--- src/rtl/serial_pkg.sv ---
// rtl/serial_pkg.sv - shared types for the serial/parallel converter pair
package serial_pkg;

    typedef enum logic {
        MSB_FIRST = 1'b0,
        LSB_FIRST = 1'b1
    } shift_direction_t;

endpackage

--- src/rtl/serial_to_parallel_converter_if.sv ---
// rtl/serial_to_parallel_converter_if.sv - serial-in / parallel-out handshake bundle
interface serial_to_parallel_converter_if
    import serial_pkg::*;
#(
    parameter int N = 4
);
    logic                   i_valid;
    logic                   i_bit;
    shift_direction_t       direction;
    logic                   o_ready;
    logic [N-1:0]           o_data;
    logic                   o_valid;
    logic                   i_ready;
    logic [$clog2(N)-1:0]   o_count;
    logic                   o_overrun;

    // master drives bits in and consumes words; slave is the converter
    modport master (
        output i_valid, i_bit, direction, i_ready,
        input  o_ready, o_data, o_valid, o_count, o_overrun
    );

    modport slave (
        input  i_valid, i_bit, direction, i_ready,
        output o_ready, o_data, o_valid, o_count, o_overrun
    );

endinterface

--- src/rtl/serial_to_parallel_converter.sv ---
// rtl/serial_to_parallel_converter.sv - shifts serial bits into N-bit words with an output holding register
module serial_to_parallel_converter
    import serial_pkg::*;
#(
    parameter int N = 4
) (
    input  logic                               clk,
    input  logic                               rst,
    serial_to_parallel_converter_if.slave      bus
);

    localparam int CW = $clog2(N);
    localparam logic [CW-1:0] LAST = CW'(N - 1);

    logic [N-1:0]  q;
    logic [N-1:0]  q_next;
    logic [N-1:0]  data_r;
    logic          valid_r;
    logic [CW-1:0] count_r;
    logic          overrun_r;
    logic          ready;
    logic          accept;
    logic          complete;

    // Only the final bit of a word must wait for the holding register to drain.
    assign ready    = rst | ~((count_r == LAST) & valid_r & ~bus.i_ready);
    assign accept   = bus.i_valid & ready & ~rst;
    assign complete = accept & (count_r == LAST);

    always_comb begin
        q_next = q;
        if (bus.direction == MSB_FIRST) begin
            q_next = {q[N-2:0], bus.i_bit};
        end else begin
            q_next = {bus.i_bit, q[N-1:1]};
        end
    end

    always_ff @(posedge clk) begin
        if (rst) begin
            q         <= '0;
            data_r    <= '0;
            valid_r   <= 1'b0;
            count_r   <= '0;
            overrun_r <= 1'b0;
        end else begin
            if (accept) begin
                q       <= q_next;
                count_r <= complete ? '0 : count_r + CW'(1);
            end
            // A completing word replaces one being consumed in the same cycle.
            if (complete) begin
                data_r  <= q_next;
                valid_r <= 1'b1;
            end else if (valid_r && bus.i_ready) begin
                valid_r <= 1'b0;
            end
            if (bus.i_valid && !ready) begin
                overrun_r <= 1'b1;
            end
        end
    end

    assign bus.o_ready   = ready;
    assign bus.o_data    = data_r;
    assign bus.o_valid   = valid_r;
    assign bus.o_count   = count_r;
    assign bus.o_overrun = overrun_r;

endmodule

--- src/flat_wrapper.sv ---
// flat-port wrapper written by rule: the top's interface ports become plain ports
module serial_to_parallel_converter_flat import serial_pkg::*;
#(
    parameter int N = 4
)
  (clk, rst, bus_i_valid, bus_i_bit, bus_direction, bus_i_ready, bus_o_ready, bus_o_data, bus_o_valid, bus_o_count, bus_o_overrun);
  serial_to_parallel_converter_if #(.N(N)) bus_i ();
  input  logic clk;
  input  logic rst;
  input wire logic [$bits(bus_i.i_valid)-1:0] bus_i_valid;
  input wire logic [$bits(bus_i.i_bit)-1:0] bus_i_bit;
  input wire logic [$bits(bus_i.direction)-1:0] bus_direction;
  input wire logic [$bits(bus_i.i_ready)-1:0] bus_i_ready;
  output wire logic [$bits(bus_i.o_ready)-1:0] bus_o_ready;
  output wire logic [$bits(bus_i.o_data)-1:0] bus_o_data;
  output wire logic [$bits(bus_i.o_valid)-1:0] bus_o_valid;
  output wire logic [$bits(bus_i.o_count)-1:0] bus_o_count;
  output wire logic [$bits(bus_i.o_overrun)-1:0] bus_o_overrun;
  assign bus_i.i_valid = bus_i_valid;
  assign bus_i.i_bit = bus_i_bit;
  assign bus_i.direction = bus_direction;
  assign bus_i.i_ready = bus_i_ready;
  assign bus_o_ready = bus_i.o_ready;
  assign bus_o_data = bus_i.o_data;
  assign bus_o_valid = bus_i.o_valid;
  assign bus_o_count = bus_i.o_count;
  assign bus_o_overrun = bus_i.o_overrun;
  serial_to_parallel_converter #(.N(N)) u_core (.clk(clk), .rst(rst), .bus(bus_i));
endmodule
--- config.mk ---
export PLATFORM = sky130hd
export DESIGN_NAME = serial_to_parallel_converter_flat
export DESIGN_NICKNAME = d
export VERILOG_FILES = /design/src/rtl/serial_pkg.sv /design/src/rtl/serial_to_parallel_converter_if.sv /design/src/rtl/serial_to_parallel_converter.sv /design/src/flat_wrapper.sv
export SDC_FILE = /design/constraint.sdc
export NUM_CORES = 1
export LEC_CHECK = 0
export ABC_AREA = 1
export BUFFER_PORTS_ARGS = -buffer_cell sky130_fd_sc_hd__buf_2
export CORE_MARGIN = 5
export CORE_UTILIZATION = 40
export DETAILED_ROUTE_END_ITERATION = 12
export PLACE_DENSITY_LB_ADDON = 0.2
export SYNTH_ARGS = -nofsm -noshare
export SYNTH_HDL_FRONTEND = slang
export SYNTH_SLANG_ARGS = --single-unit
--- constraint.sdc ---
create_clock -name clk -period 1.25 [get_ports clk]
set_input_delay 0.1875 -clock clk [delete_from_list [all_inputs] [get_ports clk]]
set_output_delay 0.1875 -clock clk [all_outputs]
set_load 0.005 [all_outputs]
# ---- Word level (Yosys, flattened, before mapping)
# Index checks and enable logic that the tools add are counted.
dict set report op_classes {
  add_sub_neg 1
  eq_ne 1
  mux 4
  n_bitwise 9
  reduce_logical 4
}
# operator count
set ops {}
lappend ops {{AND 1 bit} 5}
lappend ops {{2-to-1 mux 4 bit} 1}
lappend ops {{inverter 1 bit} 3}
lappend ops {{adder 2 x 1 -> 2 bit (second input constant)} 1}
lappend ops {{== test 2 bit (second input constant)} 1}
lappend ops {{logical AND 1 bit} 2}
lappend ops {{2-to-1 mux 1 bit} 2}
lappend ops {{2-to-1 mux 2 bit} 1}
lappend ops {{nonzero test 2 bit} 1}
lappend ops {{logical NOT 1 bit} 1}
lappend ops {{OR 1 bit} 1}
dict set report word_totals {
  regBits 12
  inputBits 6
  output_inout_bits 9
}

# ---- Longest topological paths before layout
# Gate-level depths: netlist (run 1).
dict set report logic_depth {
  ltp_word 9
  mapped_depth 6
  mapped_depth_nobuf 6
}

# ---- Worst setup path before layout (run 1)
# Ideal clock, no wire load.
dict set report synth_timing {
  path_kind {register -> register}
  start {register u_core.count_r[0], in the netlist u_core.bus.o_count[0]}
  end {register u_core.count_r[0], in the netlist u_core.bus.o_count[0]}
  setup_time_ns 0.059
  arrival_ns 1.046
  t_required_ns 1.191
  setup_slack_ns 0.145
  path_stages_with_launch 6
  n_path_buf 0
  synth_period_minus_slack_ns 1.105
  path_cell_list {dfxtp_1 ha_1 nand4_4 nand2_4 nand3_1 nand2_1}
}
dict set report synth_via {
  elab_chain_cells 9
}
# element line_no
set synth_rtl {}
lappend synth_rtl {{start, declared} serial_to_parallel_converter.sv:19} ;# logic [CW-1:0] count_r;
lappend synth_rtl {{start signal, assigned} serial_to_parallel_converter.sv:49} ;# count_r <= complete ? '0 : count_r + CW'(1);
lappend synth_rtl {{== test 2 bit (*)} serial_to_parallel_converter.sv:26} ;# assign ready = rst | ~((count_r == LAST) & valid_r & ~bus.i_ready);
lappend synth_rtl {{AND 1 bit (*) (2 in a row)} serial_to_parallel_converter.sv:26}
lappend synth_rtl {{inverter 1 bit (*)} serial_to_parallel_converter.sv:26}
lappend synth_rtl {{OR 1 bit (*)} serial_to_parallel_converter.sv:26}
lappend synth_rtl {{named net bus_o_ready} flat_wrapper.sv:14} ;# output wire logic [$bits(bus_i.o_ready)-1:0] bus_o_ready;
lappend synth_rtl {{AND 1 bit (*) (2 in a row)} serial_to_parallel_converter.sv:27} ;# assign accept = bus.i_valid & ready & ~rst;
lappend synth_rtl {{AND 1 bit} serial_to_parallel_converter.sv:28} ;# assign complete = accept & (count_r == LAST);
lappend synth_rtl {{2-to-1 mux 2 bit} serial_to_parallel_converter.sv:49}
# Mark *: on every way through the listed nets, which the timed path passes. The rest lies on a longest branch.
# A chain may end at the register's enable or synchronous reset.

# ---- Final worst setup path (run 1)
dict set report layout_timing {
  start {register u_core.count_r[1], in the netlist u_core.bus.o_count[1]}
  end {output bus_o_ready}
}
dict set report layout_via {
  elab_chain_cells 5
}
# element line_no
set layout_rtl {}
lappend layout_rtl {{== test 2 bit} serial_to_parallel_converter.sv:26}
lappend layout_rtl {{AND 1 bit (2 in a row)} serial_to_parallel_converter.sv:26}
lappend layout_rtl {{inverter 1 bit} serial_to_parallel_converter.sv:26}
lappend layout_rtl {{OR 1 bit} serial_to_parallel_converter.sv:26}
lappend layout_rtl {{end, declared} flat_wrapper.sv:14}
# No other way between the ends.

==> impl_metrics.toml, run 1 <==
[synthesis]
synth_area_leader_cell = "dfxtp_1"
post-synth-top-count-cell = "nand2_1"
synth_top_area_share_pct = 42.8
netlist_area_um2 = 562
synth_cell_types = 14
synthArstFlopShare_pct = 0
synth_area_leaders = "dfxtp_1 43%, nand2_1 10%, nand3_1 9.8%"
synthTopCellsByCount = "15 x nand2_1, 12 x dfxtp_1, 12 x inv_1, 11 x nand3_1, 7 x nor2_1"
ys.flop_type = "dfxtp_1"
ys_ff_latch = 12
synth_seq_area_share_pct = 42.8
yosys.area_share.adder_pct = 2.23
synth_edf_count = 0
yosysWarningCount = 0
yosys.area_share.simple_pct = 35.2
syn_inst = 73
synth-xor-area-share_pct = 0
synth_top_family_by_area = "simple AND/OR/NAND/NOR gates"
synth_compound_area_share_pct = 10.7
syn_area_per_cell_um2 = 7.70
synth_mux_area_share_pct = 0
syn-num-nets = 80

[floorplanning]
core-area_um2 = 1320
io_pins = 15
rows = 13
fp.dieW_um = 47.5
dieArea_um2 = 2250
initial_core_util_pct = 42.6
die_h_um = 47.5

[global_routing]
grt_pass1_vias = 418
antenna_found_initial = 0
grt_pass1_wl_um = 1890
gr-total-overflow = 0
grt_max_degree = 10
grt_usage_pct = 12.5

[power]
p_per_area_nw_per_um2 = 1150
ir_worst_vdd_v = 0.000674
p_total_w = 0.000835
leakage_nw = 0.353

[clocking]
cts-root-buf = "clkbuf_4"
cts_inserted_buffers = 3
htree_levels = 1
clock_sinks = 12
clk_latency_ns = 0.28
cts_tree = "built"
clk_path_buf_depth = 2
clkTransAtPathRegs_ns = 0.08

[place]
portBuffers = 14
dp_hpwl_um = 800
gp_congestion = 0.749
dp_slack_ns = 0.0432
dpl.cell_count = 102

[drt]
wirelength_um = 1140
vias_per_cell = 4.67
drtPass1Iterations = 3
routed-via-count = 504
ant_nets = 0
wl_per_cell_um = 10.6
drc = 0
drt_iter0_markers = 4

[critical_path]
rrSetupSlack_ns = 0.17
crit_path_max_incr_delay_ns = 0.37
crit_type = "register to output pin"
cp_top_family = "flip-flops"
critPathMaxFanout = 3
worst_ep_required_time_ns = 1.06
crit_slowest_cell = "dfxtp_4"
endpoint_kind = "output pin"
critPathBufInv = 1
cp.arrival_ns = 1.03
worstPathCellList = "ha_4 -> nand4_4 -> buf_6"
critPathLaunchType = "register"

[timing]
fin_hold_ws_ns = 0.192
slew_headroom_pct = 78.0
hold_violations = 0
timing.fmax_ghz = 0.821
tns_ns = 0
slew_viol_final = 0
setup_ws_ns = 0.0325
tightest_slew_ns = 0.330
post-route-min-period_ns = 1.22
setup_viol = 0
timing.final.crit_share_pct = 97.4
rsz0062_at_grt = "yes"
clock_skew_ns = 0.00502

[cells_and_area]
finalNonFillerCells = 108
fin_nets = 101
synthToLayoutAreaGrowth_pct = 29.6
drive_above_1_share_pct = 30.1
antenna_cells = 0

[job]
cap_violations = 0

[worst_hold_path]
hp-class = "primary input to register"

[outcome]
outcome = "finished, final reports clean"
==> per-layer routing <==
layer,up-vias,wire length (um),track usage [%]
met5,-,0,0
met4,0,32,9.94
met3,4,48,2.26
met2,9,482,16.8
met1,216,578,17.1
li1,275,-,-
==> placed cells by master, fill, tap and decap left out, drive strengths merged <==
master  count
nand3      11
nand4       2
ha          1
nand2      16
buf        16
o21ai       3
inv        13
nor2        8
a21oi       3
dfxtp      12
o21bai      4
clkbuf      4
==> area by class of cell <==
cell class	instances	area, um^2
fillers	124	589
multi-input cells	48	283
flip-flops and latches	12	248
repair buffers	16	91.3
inverters	13	51.3
clock buffers	4	36.3
well taps	15	18.8
==> path summary, 6_finish.rpt <==
path / cells after the start / end / startpoint
max reg2reg: 6 / u_core.bus.o_count[0] / u_core.bus.o_count[1]
min: 2 / u_core.bus.o_valid / rst
max: 3 / bus_o_ready / u_core.bus.o_count[1]
min reg2reg: 2 / u_core.bus.o_overrun / u_core.bus.o_overrun
==> through the flow <==
step	area [um^2]	util, %
after global routing	728	55.3
after detailed placement	651	49.4
after floorplan	562	-
after global placement	651	49.4
final	728	55.3
after CTS	709	53.8
==> flip-flops by register name, summed over array words and instances (netlist names) <==
register and flops:
u_core.bus.o_overrun 1, u_core.q 4, u_core.bus.o_valid 1, u_core.bus.o_data 4, u_core.bus.o_count 2
==> power breakdown <==
group / internal, W / leakage (nW) / switching [W]
clock network: 0.000177 / 0.0210 / 0.000139
registers: 0.000401 / 0.0990 / 0.0000128
logic: 0.0000457 / 0.233 / 0.0000592
==> logic make-up after synthesis <==
logic type | Yosys count
fa+ha+maj | 1
compound gates | 10
buf+inv | 13
simple gates | 37
flops | 12
==> repair_timing <==
item	CTS	global route
endpoints found under the setup margin	1	1
resized for setup	4	3
pin swaps	1	1
hold buffers	0	0
buffers inserted	1	1
Note: power is estimated with default switching activity, not from simulation.
==> inputs of run 2 (changes only) <==
Settings changed: SETUP_SLACK_MARGIN from default to 0.15.
==> impl_metrics.toml, run 2 (synthesis gave the netlist of run 1 again) <==
[outcome]
outcome = "finished, final reports clean"

[cells_and_area]
fill_cells = 130
final_common_cell = "nand2_1"
stdcell_area_um2 = 754
antenna_cells = 0
layout_common_cells = "15 x nand2_1, 12 x inv_1, 12 x buf_2"
synthToLayoutAreaGrowth_pct = 34.3
fin_nets = 103
drive_above_1_share_pct = 32.6

[place]
dp_hpwl_um = 808
portBuffers = 14
gp_congestion = 0.737
placed_cell_area_um2 = 653

[critical_path]
critPathLaunchType = "register"
cp_top_family = "flip-flops"
crit_cells = 3
worstReg2RegEnd = "u_core.bus.o_data[2]"
worstPathCellList = "ha_4 -> nand4_4 -> buf_6"
r2r_start = "u_core.bus.o_count[0]"
rrSetupSlack_ns = 0.17
crit_path_max_incr_delay_ns = 0.37
endpoint_kind = "output pin"
critPathBufInv = 1
rr_worst_depth = 5
worst_ep_required_time_ns = 1.06
crit_type = "register to output pin"
cp.arrival_ns = 1.02
crit_slowest_cell = "dfxtp_4"
critPathMaxFanout = 4

[clocking]
htree_levels = 1
cts_inserted_buffers = 3
cts-root-buf = "clkbuf_4"
cts_hold_buf = 0
cts_tree = "built"
clk_latency_ns = 0.29
clk_path_buf_depth = 2
clock_sinks = 12
clkTransAtPathRegs_ns = 0.09

[floorplanning]
initial_core_util_pct = 42.6
core-area_um2 = 1320
dieArea_um2 = 2250
rows = 13
fp.dieW_um = 47.5
io_pins = 15
die_h_um = 47.5

[drt]
vias_per_cell = 4.80
wl_per_cell_um = 11.3
routedLengthMet1_um = 620
drc = 0
wl_met3_um = 43
wl_met2_um = 540
routed-via-count = 528
dr.max_layer_used = "met4"
drt_iter0_markers = 6
ant_nets = 0
drtPass1Iterations = 4
wirelength_um = 1250

[timing]
slew_viol_final = 0
hold_violations = 0
clock_skew_ns = 0.0109
post-route-min-period_ns = 1.20
rsz0062_at_grt = "yes"
timing.final.crit_share_pct = 96.2
slew_headroom_pct = 77.6
tightest_slew_ns = 0.333
fin_hold_ws_ns = 0.169
setup_viol = 0
timing.fmax_ghz = 0.831

[job]
cap_violations = 0

[global_routing]
gr-total-overflow = 0
grt_max_degree = 10
grt_usage_pct = 13.2
grt_pass1_wl_um = 1950
grt_pass1_vias = 439
antenna_found_initial = 0

[worst_hold_path]
hold-path-endpoint = "u_core.bus.o_valid"
hp-class = "primary input to register"
min_from = "rst"
hold_depth = 2

[power]
ir_worst_vdd_v = 0.000657
p_per_area_nw_per_um2 = 1140
leakage_nw = 0.364
## run 2: how the worst max path moves through the flow
stage,startpoint,endpoint,slack [ns]
after floorplan,u_core.bus.o_count[0],u_core.bus.o_count[0],0.18
after detailed placement,u_core.bus.o_count[0],bus_o_ready,0.1
final,u_core.bus.o_count[0],bus_o_ready,0.05
after global placement,u_core.bus.o_count[0],bus_o_ready,0.12
after CTS,u_core.bus.o_count[0],bus_o_ready,0.05
after global routing,u_core.bus.o_count[0],bus_o_ready,-0.003
## run 2: routing by layer
metal | track usage, % | vias up
met5 | 0 | -
met4 | 11.6 | 0
met3 | 3.38 | 5
met2 | 16.3 | 9
met1 | 18.3 | 229
li1 | - | 285
## run 2: cell type report
type	count	area [um^2]	area share, %
multi-input cells	49	298	39.5
flip-flops and latches	12	245	32.5
repair buffers	17	105	13.9
inverters	13	51.3	6.80
clock buffers	4	36.3	4.81
well taps	15	18.8	2.49
## run 2: report_power, final
group	total [W]	internal, W	switching (W)
logic	0.000114	0.0000514	0.0000630
registers	0.000415	0.000401	0.0000134
clock network	0.000329	0.000177	0.000152
## run 2: repair_timing
item                       in CTS  in global routing
setup buffers                   3                  0
setup endpoints to repair      11                 12
pin swaps                       4                  2
gates resized for setup         5                  2
cloned                          0                  1
## run 2: worst register-to-register path, delay by kind of cell, from the launching register on
family                     cells  cell delay, ns
adders and majority gates      1            0.14
and+or+nand+nor                2            0.18
DFF                            1            0.37
buffers and inverters          1            0.14
AOI/OAI and AO/OA              1            0.16
## run 2: metrics by stage
| step | setup slack (ns) | setup TNS [ns] | instances | total power, W | utilization (%) |
|---|---|---|---|---|---|
| 2_1_floorplan | 0.185 | 0 | 73 | 0.000479 | - |
| 3_3_place_gp | 0.115 | 0 | 102 | 0.000514 | 49.6 |
| 3_5_place_dp | 0.0997 | 0 | 102 | 0.000514 | 49.6 |
| 4_1_cts | 0.0525 | 0 | 109 | 0.000854 | 55.7 |
| 5_1_grt | -0.00273 | -0.00273 | 110 | 0.000910 | 57.3 |
| 6_report | 0.0470 | 0 | 110 | 0.000858 | 57.3 |
==> inputs of run 3 (changes only) <==
Settings changed: CORE_AREA from default to 5 5 42 44, CORE_MARGIN 5 to default, CORE_UTILIZATION 40 to default, DIE_AREA from default to 0 0 47 49.
==> impl_metrics.toml, run 3 (synthesis gave the netlist of run 1 again) <==
[outcome]
outcome = "finished, final reports clean"

[clocking]
clkTransAtPathRegs_ns = 0.08
clk_latency_ns = 0.28
clk_path_buf_depth = 2
clock_sinks = 12
cts_inserted_buffers = 3
cts_hold_buf = 0
htree_levels = 1
cts-root-buf = "clkbuf_4"
cts_tree = "built"

[cells_and_area]
fill_cells = 150
synthToLayoutAreaGrowth_pct = 34.7
final_util_pct = 54.0
antenna_cells = 0
final_common_cell = "nand2_1"
fin_nets = 104
stdcell_area_um2 = 757
layout_common_cells = "14 x nand2_1, 13 x buf_2, 12 x inv_1"
drive_above_1_share_pct = 33.3

[timing]
clock_skew_ns = 0.00600
slew_headroom_pct = 77.9
timing.fmax_ghz = 0.854
post-route-min-period_ns = 1.17
tightest_slew_ns = 0.332
hold_violations = 0
slew_viol_final = 0
timing.final.crit_share_pct = 93.7
rsz0062_at_grt = "yes"
tns_ns = 0
setup_viol = 0

[critical_path]
worstReg2RegEnd = "u_core.bus.o_data[2]"
crit_type = "register to output pin"
crit_cells = 3
crit_path_end = "bus_o_ready"
worst_ep_required_time_ns = 1.06
cp_top_family = "flip-flops"
critPathBufInv = 1
critPathMaxFanout = 2
crit_slowest_cell = "dfxtp_4"
r2r_start = "u_core.bus.o_count[0]"
crit_path_max_incr_delay_ns = 0.36
endpoint_kind = "output pin"
startpoint = "u_core.bus.o_count[0]"
rr_worst_depth = 5
worstPathCellList = "ha_4 -> nand4_4 -> buf_6"
rrSetupSlack_ns = 0.18
cp.arrival_ns = 0.98
critPathLaunchType = "register"

[global_routing]
grt_pass1_wl_um = 2150
grt_pass1_vias = 504
grt_usage_pct = 12.6
grt_max_degree = 10
gr-total-overflow = 0
antenna_found_initial = 0

[drt]
drt_iter0_markers = 20
routed-via-count = 529
ant_nets = 0
vias_per_cell = 4.72
wl_per_cell_um = 11.2
drc = 0
wirelength_um = 1250
drtPass1Iterations = 4

[power]
ir_worst_vdd_v = 0.000685
p_per_area_nw_per_um2 = 1110
leakage_nw = 0.368

[floorplanning]
rows = 14
die_h_um = 49
core-area_um2 = 1400
initial_core_util_pct = 40.1
io_pins = 15
dieArea_um2 = 2300
fp.dieW_um = 47

[place]
gp_congestion = 0.833
placed_cell_area_um2 = 654
dp_hpwl_um = 815
portBuffers = 14

[job]
cap_violations = 0

[worst_hold_path]
hp-class = "primary input to register"
-- run 3: changes by cell type in the layout (fill, tap and decap cells not counted) --
cell / before / now
nand2_1: 15 / 14
nor2_1: 6 / 7
buf_2: 12 / 13
buf_6: 2 / 1
nor2_2: 2 / 1
nand2_2: 0 / 1
buf_4: 3 / 4
-- run 3: power by group --
group	total, W	internal [W]	switching [W]
combinational	0.000118	0.0000523	0.0000657
sequential	0.000414	0.000401	0.0000126
clock	0.000312	0.000177	0.000134
total	0.000844	0.000631	0.000213
-- run 3: per-stage QoR --
step                worst slack (ns)  total power [W]  instances  hold slack, ns
finish                        0.0791         0.000844        112           0.188
global route                  0.0226         0.000902        112           0.180
CTS                           0.0757         0.000849        111           0.180
detailed placement            0.0936         0.000516        103           0.458
global placement               0.118         0.000514        103           0.452
floorplan                      0.185         0.000479         73           0.257
-- run 3: worst register-to-register path: stages, from the launching register on --
cell and delay (ns):
dfxtp_4 0.36, ha_4 0.14, buf_4 0.13, nand4_2 0.13, o21bai_1 0.16, nor2_1 0.05
-- run 3: cell type report --
cell class	count	area, um^2	area share (%)
tap	16	20.0	2.64
clock buffer	4	36.3	4.79
timing repair buffer	18	106	14.0
sequential	12	245	32.4
multi-input combinational	49	298	39.3
inverter	13	51.3	6.78
-- run 3: timing repair --
action / in CTS / in global routing
endpoints found under the setup margin: 11 / 11
gates cloned: 0 / 1
gates resized for setup: 5 / 1
buffers inserted: 4 / 0
endpoints found under the hold margin: 0 / 0
pin swaps: 4 / 2
-- run 3: worst min-delay path by stage --
stage	from	endpoint	depth (start not counted)
global route	rst	u_core.bus.o_valid	2
floorplan	rst	u_core.bus.o_valid	1
finish	rst	u_core.bus.o_valid	2
global placement	u_core.q[2]	u_core.q[2]	2
detailed placement	u_core.q[2]	u_core.q[2]	2
CTS	rst	u_core.bus.o_valid	2
-- run 3: layer usage --
layer	GRT usage [%]	vias up	wire length [um]
li1	-	285	-
met1	16.0	231	592
met2	18.8	11	574
met3	5.54	2	75
met4	4.15	0	11
met5	0	-	0
